[src/rtl/muldiv_sequencer.sv]
// Control sequencer for the shared multi-cycle MULTU/DIVU datapath; owns HI/LO and MFHI/MFLO reads.
// Optional feature: define MULDIV_ABORT_EN to add the abort input.
module muldiv_sequencer #(
    parameter int WIDTH  = 32,
    parameter int CYCLES = 32
) (
    input  logic                 clk,
    input  logic                 reset,
    input  logic                 start,
    input  logic [5:0]           op_code,
    input  logic [2*WIDTH-1:0]   dp_data,
`ifdef MULDIV_ABORT_EN
    input  logic                 abort,
`endif
    output logic                 dp_reset,
    output logic [5:0]           dp_signal,
    output logic                 busy,
    output logic                 done,
    output logic [WIDTH-1:0]     hi_out,
    output logic [WIDTH-1:0]     lo_out,
    output logic [WIDTH-1:0]     rd_out
);

    localparam logic [5:0] OP_MULTU = 6'b011001;
    localparam logic [5:0] OP_DIVU  = 6'b011011;
    localparam logic [5:0] OP_MFHI  = 6'b010000;
    localparam logic [5:0] OP_MFLO  = 6'b010010;
    localparam logic [5:0] SIG_OUT  = 6'b111111;

    localparam int CW = $clog2(CYCLES) + 1;
    localparam logic [CW-1:0] CNT_LAST = CW'(CYCLES - 1);

    typedef enum logic [2:0] {
        S_IDLE  = 3'd0,
        S_LOAD  = 3'd1,
        S_RUN   = 3'd2,
        S_FLUSH = 3'd3,
        S_WRITE = 3'd4
    } state_t;

    state_t            r_state;
    logic [CW-1:0]     r_cnt;
    logic [5:0]        r_op_q;
    logic [WIDTH-1:0]  r_hi;
    logic [WIDTH-1:0]  r_lo;
    logic              r_dp_reset;
    logic [5:0]        r_dp_signal;
    logic              r_busy;
    logic              r_done;
    logic              w_abort;
    logic              w_start_ok;

    assign w_start_ok = start && ((op_code == OP_MULTU) || (op_code == OP_DIVU));

`ifdef MULDIV_ABORT_EN
    assign w_abort = abort && ((r_state == S_LOAD) || (r_state == S_RUN) || (r_state == S_FLUSH));
`else
    assign w_abort = 1'b0;
`endif

    // Sequencer FSM with registered datapath controls and HI/LO capture.
    always_ff @(posedge clk or posedge reset) begin
        if (reset) begin
            r_state     <= S_IDLE;
            r_cnt       <= '0;
            r_op_q      <= 6'd0;
            r_hi        <= '0;
            r_lo        <= '0;
            r_dp_reset  <= 1'b0;
            r_dp_signal <= 6'd0;
            r_busy      <= 1'b0;
            r_done      <= 1'b0;
        end else if (w_abort) begin
            // Abandon the operation; HI/LO keep their previous contents.
            r_state     <= S_IDLE;
            r_cnt       <= '0;
            r_dp_reset  <= 1'b0;
            r_dp_signal <= 6'd0;
            r_busy      <= 1'b0;
            r_done      <= 1'b0;
        end else begin
            case (r_state)
                S_IDLE: begin
                    if (w_start_ok) begin
                        r_state     <= S_LOAD;
                        r_op_q      <= op_code;
                        r_dp_reset  <= 1'b1;
                        r_dp_signal <= 6'd0;
                        r_busy      <= 1'b1;
                    end else begin
                        r_state <= S_IDLE;
                    end
                    r_done <= 1'b0;
                end
                S_LOAD: begin
                    r_state     <= S_RUN;
                    r_cnt       <= '0;
                    r_dp_reset  <= 1'b0;
                    r_dp_signal <= r_op_q;
                end
                S_RUN: begin
                    if (r_cnt == CNT_LAST) begin
                        r_state     <= S_FLUSH;
                        r_dp_signal <= SIG_OUT;
                    end else begin
                        r_state <= S_RUN;
                    end
                    r_cnt <= r_cnt + CW'(1);
                end
                S_FLUSH: begin
                    r_state     <= S_WRITE;
                    r_dp_signal <= 6'd0;
                    r_done      <= 1'b1;
                end
                S_WRITE: begin
                    r_state <= S_IDLE;
                    r_hi    <= dp_data[2*WIDTH-1:WIDTH];
                    r_lo    <= dp_data[WIDTH-1:0];
                    r_done  <= 1'b0;
                    r_busy  <= 1'b0;
                end
                default: begin
                    r_state     <= S_IDLE;
                    r_cnt       <= '0;
                    r_dp_reset  <= 1'b0;
                    r_dp_signal <= 6'd0;
                    r_busy      <= 1'b0;
                    r_done      <= 1'b0;
                end
            endcase
        end
    end

    // The abort cycle itself must already clear the datapath, so it bypasses the register.
    assign dp_reset  = r_dp_reset | w_abort;
    assign dp_signal = r_dp_signal;
    assign busy      = r_busy;
    assign done      = r_done;
    assign hi_out    = r_hi;
    assign lo_out    = r_lo;

    // Move-from-HI/LO read port.
    always_comb begin
        rd_out = '0;
        if (op_code == OP_MFHI) begin
            rd_out = r_hi;
        end else if (op_code == OP_MFLO) begin
            rd_out = r_lo;
        end else begin
            rd_out = '0;
        end
    end

endmodule

[config.mk]
export PLATFORM = sky130hd
export DESIGN_NAME = muldiv_sequencer
export DESIGN_NICKNAME = d
export VERILOG_FILES = /design/src/rtl/muldiv_sequencer.sv
export SDC_FILE = /design/constraint.sdc
export NUM_CORES = 1
export LEC_CHECK = 0
export CAP_MARGIN = 15
export CORE_MARGIN = 10
export CORE_UTILIZATION = 37
export DETAILED_ROUTE_END_ITERATION = 8
export GPL_ROUTABILITY_DRIVEN = 1
export GPL_TIMING_DRIVEN = 0
export PLACE_DENSITY = 0.68
export SYNTH_ARGS = -nofsm -noshare
export SYNTH_HDL_FRONTEND = slang
export SYNTH_SLANG_ARGS = --single-unit
[constraint.sdc]
create_clock -name clk -period 3.3 [get_ports clk]
set_input_delay 0.495 -clock clk [delete_from_list [all_inputs] [get_ports clk]]
set_output_delay 0.495 -clock clk [all_outputs]
set_load 0.05 [all_outputs]
* Word-level counts from Yosys, hierarchy flattened
Cells that the tools add are included.
Word-level totals: flip-flop bits (word level) 88, bits of input ports 73, output and inout port bits 105, logic and storage cells 48
Operators by class: add/subtract/negate cells 1, equal/unequal tests 11, multiplexer cells 13, bitwise gates (word level) 3, reductions and logical operators 11
Operators with widths (count):
- two-way mux 32 bit | 2
- == test 6 x 5 -> 1 bit (second input constant) | 5
- one-hot mux 6 bit (4 select lines) | 1
- two-way mux 6 bit | 2
- one-hot mux 3 bit (4 select lines) | 1
- one-hot mux 6 bit (2 select lines) | 1
- OR reduction 3 bit | 3
- adder 6 x 1 -> 6 bit (second input constant) | 1
- == test 3 x 2 -> 1 bit (second input constant) | 2
- one-hot mux 1 bit (2 select lines) | 3
- AND reduction 2 bit | 3
- != test 2 bit (second input constant) | 2
- == test 3 x 1 -> 1 bit (second input constant) | 1
- == test 3 bit (second input constant) | 1
- zero test 3 bit | 1
- two-way mux 1 bit | 3
- inverter 1 bit | 3
- AND reduction 3 bit | 1
- OR reduction 2 bit | 1
- logical AND 1 bit | 1
- logical OR 1 bit | 1

* Logic depth before layout (Yosys ltp)
Gate-level depths: netlist of run 1.
depth in word-level cells 5, mapped depth 6, mapped depth without buffers 5

* Worst setup path before layout of run 1
OpenSTA, ideal clock, no wires.
path kind input to output, start input port op_code[1], end output port rd_out[10], arrival 1.784 ns, data required time 2.805 ns, slack 1.021 ns, cell stages on the path 4, path buffers 2, cell sequence clkbuf_1 > buf_2 > mux2i_1 > nor2_1
Between the ends: longest elaborated chain between the ends 3, elaborated cells between the ends (all ways) 4, those cells by class 2 x eq/ne; 2 x mux
RTL lines:
- from (decl) | RTL line 10 | input logic [5:0] op_code,
- == test 6 x 5 -> 1 bit | RTL line 147 | end else if (op_code == OP_MFLO) begin
- two-way mux 32 bit | RTL line 147
- two-way mux 32 bit (*) | RTL line 145 | if (op_code == OP_MFHI) begin
- to (decl) | RTL line 21 | output logic [WIDTH-1:0] rd_out
Mark *: on every way between the ends. The rest lies on a longest branch, timed or not.

* Worst setup path after layout of run 1
start input port op_code[2], end output port rd_out[30]
The elaborated chain is that of the path after synthesis.

==> impl_results.md, run 1 <==
- WL/cell: 19.06 um
- Cells after Synth: 309
- Max-cap violation count: 0
- Fillcell total: 956
- Mapped cell area: 4238 sq um
- Worst slew pin tran: 0.5513 ns
- Setup Slack @ Placement: -0.03068 ns
- H-tree levels: 3
- Synth-to-Final Area Change: 55.00%
- RSZ-0062 raised after global routing: no
- Hpwl dp: 9445 um
- Starting DRC count in detailed routing: 124
- Gr usage total: 14.75%
- CP Class: input pin to primary output
- CP Capture Type: primary output
- Layout cells sized above 1: 19.56%
- Ports: 178
- Slew Viols, Final: 0
- Tmin final: 3.019 ns
- Post-CTS setup buffer count: 0
- Commonest non-fill, non-tap cell in the layout: clkdlybuf4s50_1
- Vias per inst: 4.826
- Highest metal used: met4
- Synth cell types: 34
- Vias in the first global route: 3,334
- Final setup fails: 0
- Area of the core: 11,320 sq um
- HP Class: flip-flop to flip-flop
- Dpl cell area: 6208 sq um
- Power Total: 0.002907 W
- #FFs+latches synth: 88
- Drt drc: 0
- CTS tree: built
- Root Buffer: clkbuf_16
- DR WL met3: 1011 um
- Routability cong.: 0.7976
- Slack of the critical path: 0.2811 ns
- XOR/XNOR share of the synthesized area: 0%
- Max_slew headroom: 63.13%
- Initial Util: 37.43%
- Worst VDD drop: 0.0003099 V
- Met1 wire length: 4976 um
- Type of origin of the critical path: input pin
- Layout Nets: 571
- Port Buffers: 176
- Post-route clock period utilization: 91.48%
- Num CTS Buffers: 9
- Initial antenna violation count: 0
- Largest net degree at the start of global routing: 47
- Worst Hold Depth: 1
- Final instance area: 6569 sq um
- Die Y: 127.0 um
- Run status: finished clean
- Post-synthesis simple-gate area fraction: 8.444%
- Most frequent cells in the layout: clkdlybuf4s50_1, dfrtp_1, mux2_4
- Worst hold slack: 0.4720 ns
- Clk Latency, worst-skew pair: 0.33 ns
- Die width: 127.0 um
- Row count: 39
- FMAX: 331.2 MHz
- Largest family of logic cells by synthesized area: multiplexers
- Hold Violations, Final: 0
- Via total after detailed routing: 3,108
- Hold_buf cts: 0
- Ant. Diodes: 0
- CP required: 2.80 ns
- Clock transition at the registers of the reported paths: 0.06 ns
- Syn Area/Cell: 13.71 sq um
- Synth Area in Adders: 0.2952%
- Drt pass-1 iters: 4
- Die ar.: 16,130 sq um
- TritonCTS Sinks: 88
- First-pass GRT wire length: 19,040 um
- Mux contribution to synthesized area: 30.38%
- Synthesized-area fraction occupied by ao, oa, aoi and oai cells: 4.193%
- Worst Path Max Fanout: 10
- Reg2Reg Depth: 6
- P_leak: 3.348 nW
- Power per Cell Area: 442.6 nW/um^2
- Fin Setup TNS: 0 ns
- Final WL: 12,280 um
- Ys flop type: dfrtp_1
- Total gr overflow: 0
- Setup Skew: 0.008172 ns
- Met2 Routed Length: 6151 um
- Max clock buf depth: 2
- Critical Path AT: 2.52 ns
- ANT nets after route: 0
- Fraction of registers with async set/reset: 100.0%
- Ys Warns: 0
- Number of flops mapped to enable cells by yosys: 0
- Seq/Total Area, Yosys: 51.96%
- Net Count, Synth: 383
[registers in the layout, indices dropped and copies added, names as in the netlist]
name,cells
dp_reset,1
r_state,3
done,1
dp_signal,6
hi_out,32
r_op_q,6
busy,1
lo_out,32
r_cnt,6
[report_power, final]
part / internal (W) / switching (W)
clock: 0.000602 / 0.000387
sequential: 0.00116 / 0.0000632
combinational: 0.000303 / 0.000389
total: 0.00207 / 0.000839
[cell usage after synthesis, drive strengths merged, types with 2 or more instances]
library cell	n	area, sq um
buf	12	173.9
clkbuf	5	18.77
nor2	39	153.9
nand3	4	20.02
and2	3	21.27
a22oi	3	27.52
o21ai	13	65.06
a21oi	5	25.02
a2bb2oi	6	52.55
dfrtp	88	2202
mux2i	33	330.3
inv	2	7.510
nand2b	5	33.78
mux2	65	957.2
nor3b	3	27.52
and3	2	12.51
nand2	14	52.55
[path summary, 6_finish.rpt]
| check | startpoint | to | slack (ns) |
|---|---|---|---|
| max in group asynchronous | reset | lo_out[10] | 2.11 |
| worst min register to register | r_op_q[3] | r_op_q[3] | 0.47 |
| worst max register to register | r_state[1] | lo_out[24] | 1.62 |
| worst max-delay path | op_code[2] | rd_out[30] | 0.28 |
| worst min-delay path | r_op_q[3] | r_op_q[3] | 0.47 |
| min in group asynchronous | reset | hi_out[28] | 0.57 |
[repair_timing]
action	CTS	global route
pin swaps	0	0
endpoints found under the setup margin	1	29
gates resized for setup	1	29
[through the flow]
step	utilization, %	std cells
2_1_floorplan	-	309
3_3_place_gp	54.58	628
3_5_place_dp	54.84	629
4_1_cts	57.38	644
5_1_grt	58.02	644
6_report	58.02	644
[cell type report]
class | count | area, sq um | area share [%]
sequential | 88 | 2202 | 33.52
timing repair buffer | 177 | 1861 | 28.32
multi-input combinational | 202 | 1836 | 27.94
clock buffer | 12 | 246.5 | 3.752
buffer | 17 | 192.7 | 2.933
tap | 143 | 178.9 | 2.724
clock inverter | 3 | 42.54 | 0.6476
inverter | 2 | 10.01 | 0.1524
[cell families after synthesis]
| group | count (synthesis) |
|---|---|
| buffers and inverters | 19 |
| AO/OA/AOI/OAI | 28 |
| flip-flops | 88 |
| adder cells (fa/ha/maj) | 1 |
| multiplexers | 98 |
| AND/OR/NAND/NOR | 75 |
[critical path: stages]
cell and delay (ns):
clkdlybuf4s50_1 0.40, nor2_1 0.20, nand3_1 0.31, clkbuf_1 0.35
nor2_1 0.18, dlygate4sd2_1 0.59
[per-layer routing]
layer | global-route usage [%] | up-vias
met5 | 0 | -
met4 | 4.823 | 0
met3 | 5.045 | 14
met2 | 24.27 | 106
met1 | 17.70 | 1533
li1 | - | 1455
(Power assumes the default switching activity.)
==> inputs of run 2 (changes only) <==
Settings changed: CORE_UTILIZATION 37 to 43, PLACE_DENSITY 0.68 to 0.78.
==> run 2 against run 1 <==
  * Cell area is 0.53% lower
  * Sequential cell count unchanged
  * Fmax decreased by 4.6%
  * Power fell by 0.34%
  * Combinational power hardly changed
  * Sequential share of layout area is 0.18 points higher
  * Clock skew is 0.00082 ns lower
  * Critical path type unchanged
  * Sequential power barely moved
  * Largest power group unchanged
  * Global-route usage rose by 2.1 points
  * Core utilization up 9.4 points
  * Worst setup slack lost 0.15 ns
  * Non-clock buffer count did not move
==> impl_results.md, run 2 (synthesis results as in run 1) <==
- Row count: 36
- CP Class: input pin to primary output
- Hpwl dp: 9258 um
- Synth-to-Final Area Change: 54.18%
- Vias in the first global route: 3,354
- Num CTS Buffers: 9
- Worst slew pin tran: 0.5692 ns
- Initial antenna violation count: 0
- Hold Violations, Final: 0
- Cells after DPL: 619
- Worst setup path start: op_code[2]
- HP Class: flip-flop to flip-flop
- Reg area: 2202 sq um
- P_leak: 3.320 nW
- Initial Util: 43.76%
- Ant. Diodes: 0
- Starting DRC count in detailed routing: 122
- Run status: finished clean
- Root Buffer: clkbuf_8
- Max clock buf depth: 2
- Gr usage total: 16.88%
- Total gr overflow: 0
- ANT nets after route: 0
- Commonest non-fill, non-tap cell in the layout: clkdlybuf4s50_1
- Power per Cell Area: 443.4 nW/um^2
- Die width: 119.3 um
- Final setup fails: 0
- Layout cells sized above 1: 19.92%
- Clk Latency, worst-skew pair: 0.36 ns
- Top delay family on crit path: buffers and inverters
- Area of the core: 9684 sq um
- Tmin final: 3.165 ns
- Crit-path slowest cell: clkdlybuf4s50_1
- Die Y: 119.3 um
- Hold_buf cts: 0
- Drt pass-1 iters: 4
- Layout Nets: 571
- TritonCTS Sinks: 88
- CP max stage delay: 0.81 ns
- Setup Slack @ Placement: 0.03026 ns
- H-tree levels: 3
- Slew Viols, Final: 0
- Port Buffers: 176
- Type of origin of the critical path: input pin
- Worst path cell trace: clkdlybuf4s50_1 -> nor2_1 -> nand3_1 -> clkbuf_1 -> nor2_1 -> clkdlybuf4s50_1
- Worst VDD drop: 0.0003148 V
- Post-route clock period utilization: 95.91%
- Vias per inst: 4.860
- Fin cells: 635
- Via total after detailed routing: 3,086
- CP required: 2.80 ns
- Routability cong.: 0.7677
- Max-cap violation count: 0
- Critical path buffer and inverter count: 3
- Min-delay src: r_op_q[3]
- Power Total: 0.002897 W
- Drt drc: 0
- Worst hold slack: 0.4705 ns
- Die ar.: 14,230 sq um
- Worst Path Max Fanout: 10
- Critical Path AT: 2.67 ns
- Max_slew headroom: 62.06%
- Dpl cell area: 6196 sq um
- First-pass GRT wire length: 19,210 um
- FMAX: 315.9 MHz
- Slack of the critical path: 0.1349 ns
- CTS tree: built
- Final instance area: 6534 sq um
- Clock transition at the registers of the reported paths: 0.08 ns
- RSZ-0062 raised after global routing: no
- Ports: 178
- Most frequent cells in the layout: clkdlybuf4s50_1, dfrtp_1, mux2_4
- WL/cell: 19.40 um
- R2r startpoint: r_state[1]
- Largest net degree at the start of global routing: 46
- Final WL: 12,320 um
- Fillcell total: 718
- Setup Skew: 0.007349 ns
- CP Capture Type: primary output
- Area taken by multi-input logic gates: 1836 sq um
run 2: cell types whose count changed in the layout (fill, tap and decap cells not counted), sizes merged:
cell           change
bufinv             +3
clkbuf             -1
clkdlybuf4s50      +1
clkinv             -1
dlymetal6s2s       -1
run 2: layout make-up:
type                            count  share of cell area (%)
Sequential cell                    88                   33.70
Inverter                            2                  0.1532
Clock buffer                       11                   2.164
Clock inverter                      5                   1.953
Multi-Input combinational cell    202                   28.09
Timing Repair Buffer              177                   28.44
Buffer                             17                   2.949
Tap cell                          133                   2.547
run 2: final timing paths:
path | depth (start not counted) | slack [ns] | end
worst max-delay path | 6 | 0.13 | rd_out[9]
worst min-delay path | 1 | 0.47 | r_op_q[3]
worst max register to register | 6 | 1.63 | lo_out[11]
worst min register to register | 1 | 0.47 | r_op_q[3]
max in group asynchronous | 3 | 2.12 | hi_out[6]
min in group asynchronous | 2 | 0.55 | hi_out[23]
run 2: what timing repair did:
action	in CTS	in global routing
pin swaps	0	0
setup buffers	0	0
gates cloned	0	0
gates resized for setup	1	28
endpoints found under the setup margin	1	28
run 2: metal layers:
| metal | share of wire [%] | vias to the layer above | global-route usage (%) |
|---|---|---|---|
| met2 | 49 | 110 | 27.94 |
| met1 | 41 | 1511 | 20.52 |
| met4 | 1.7 | 0 | 5.802 |
| li1 | - | 1453 | - |
| met3 | 7.8 | 12 | 5.007 |
| met5 | 0 | - | 0 |
run 2: worst register-to-register path, stage by stage, from the launching register on:
cell and delay, ns:
dfrtp_1 0.38, buf_6 0.14, nor2_4 0.20, and2_4 0.20, buf_12 0.16, buf_12 0.17
mux2_4 0.31
run 2: per-stage QoR:
| step | util [%] | setup TNS, ns |
|---|---|---|
| 5_1_grt | 67.47 | 0 |
| 6_report | 67.47 | 0 |
| 3_5_place_dp | 63.98 | 0 |
| 2_1_floorplan | - | 0 |
| 3_3_place_gp | 63.67 | -72.87 |
| 4_1_cts | 66.74 | 0 |
run 2: where the power goes:
group	switching [W]	internal, W
clock network	0.000379	0.000601
logic	0.000389	0.000304
registers	0.0000638	0.00116
total	0.000832	0.00206
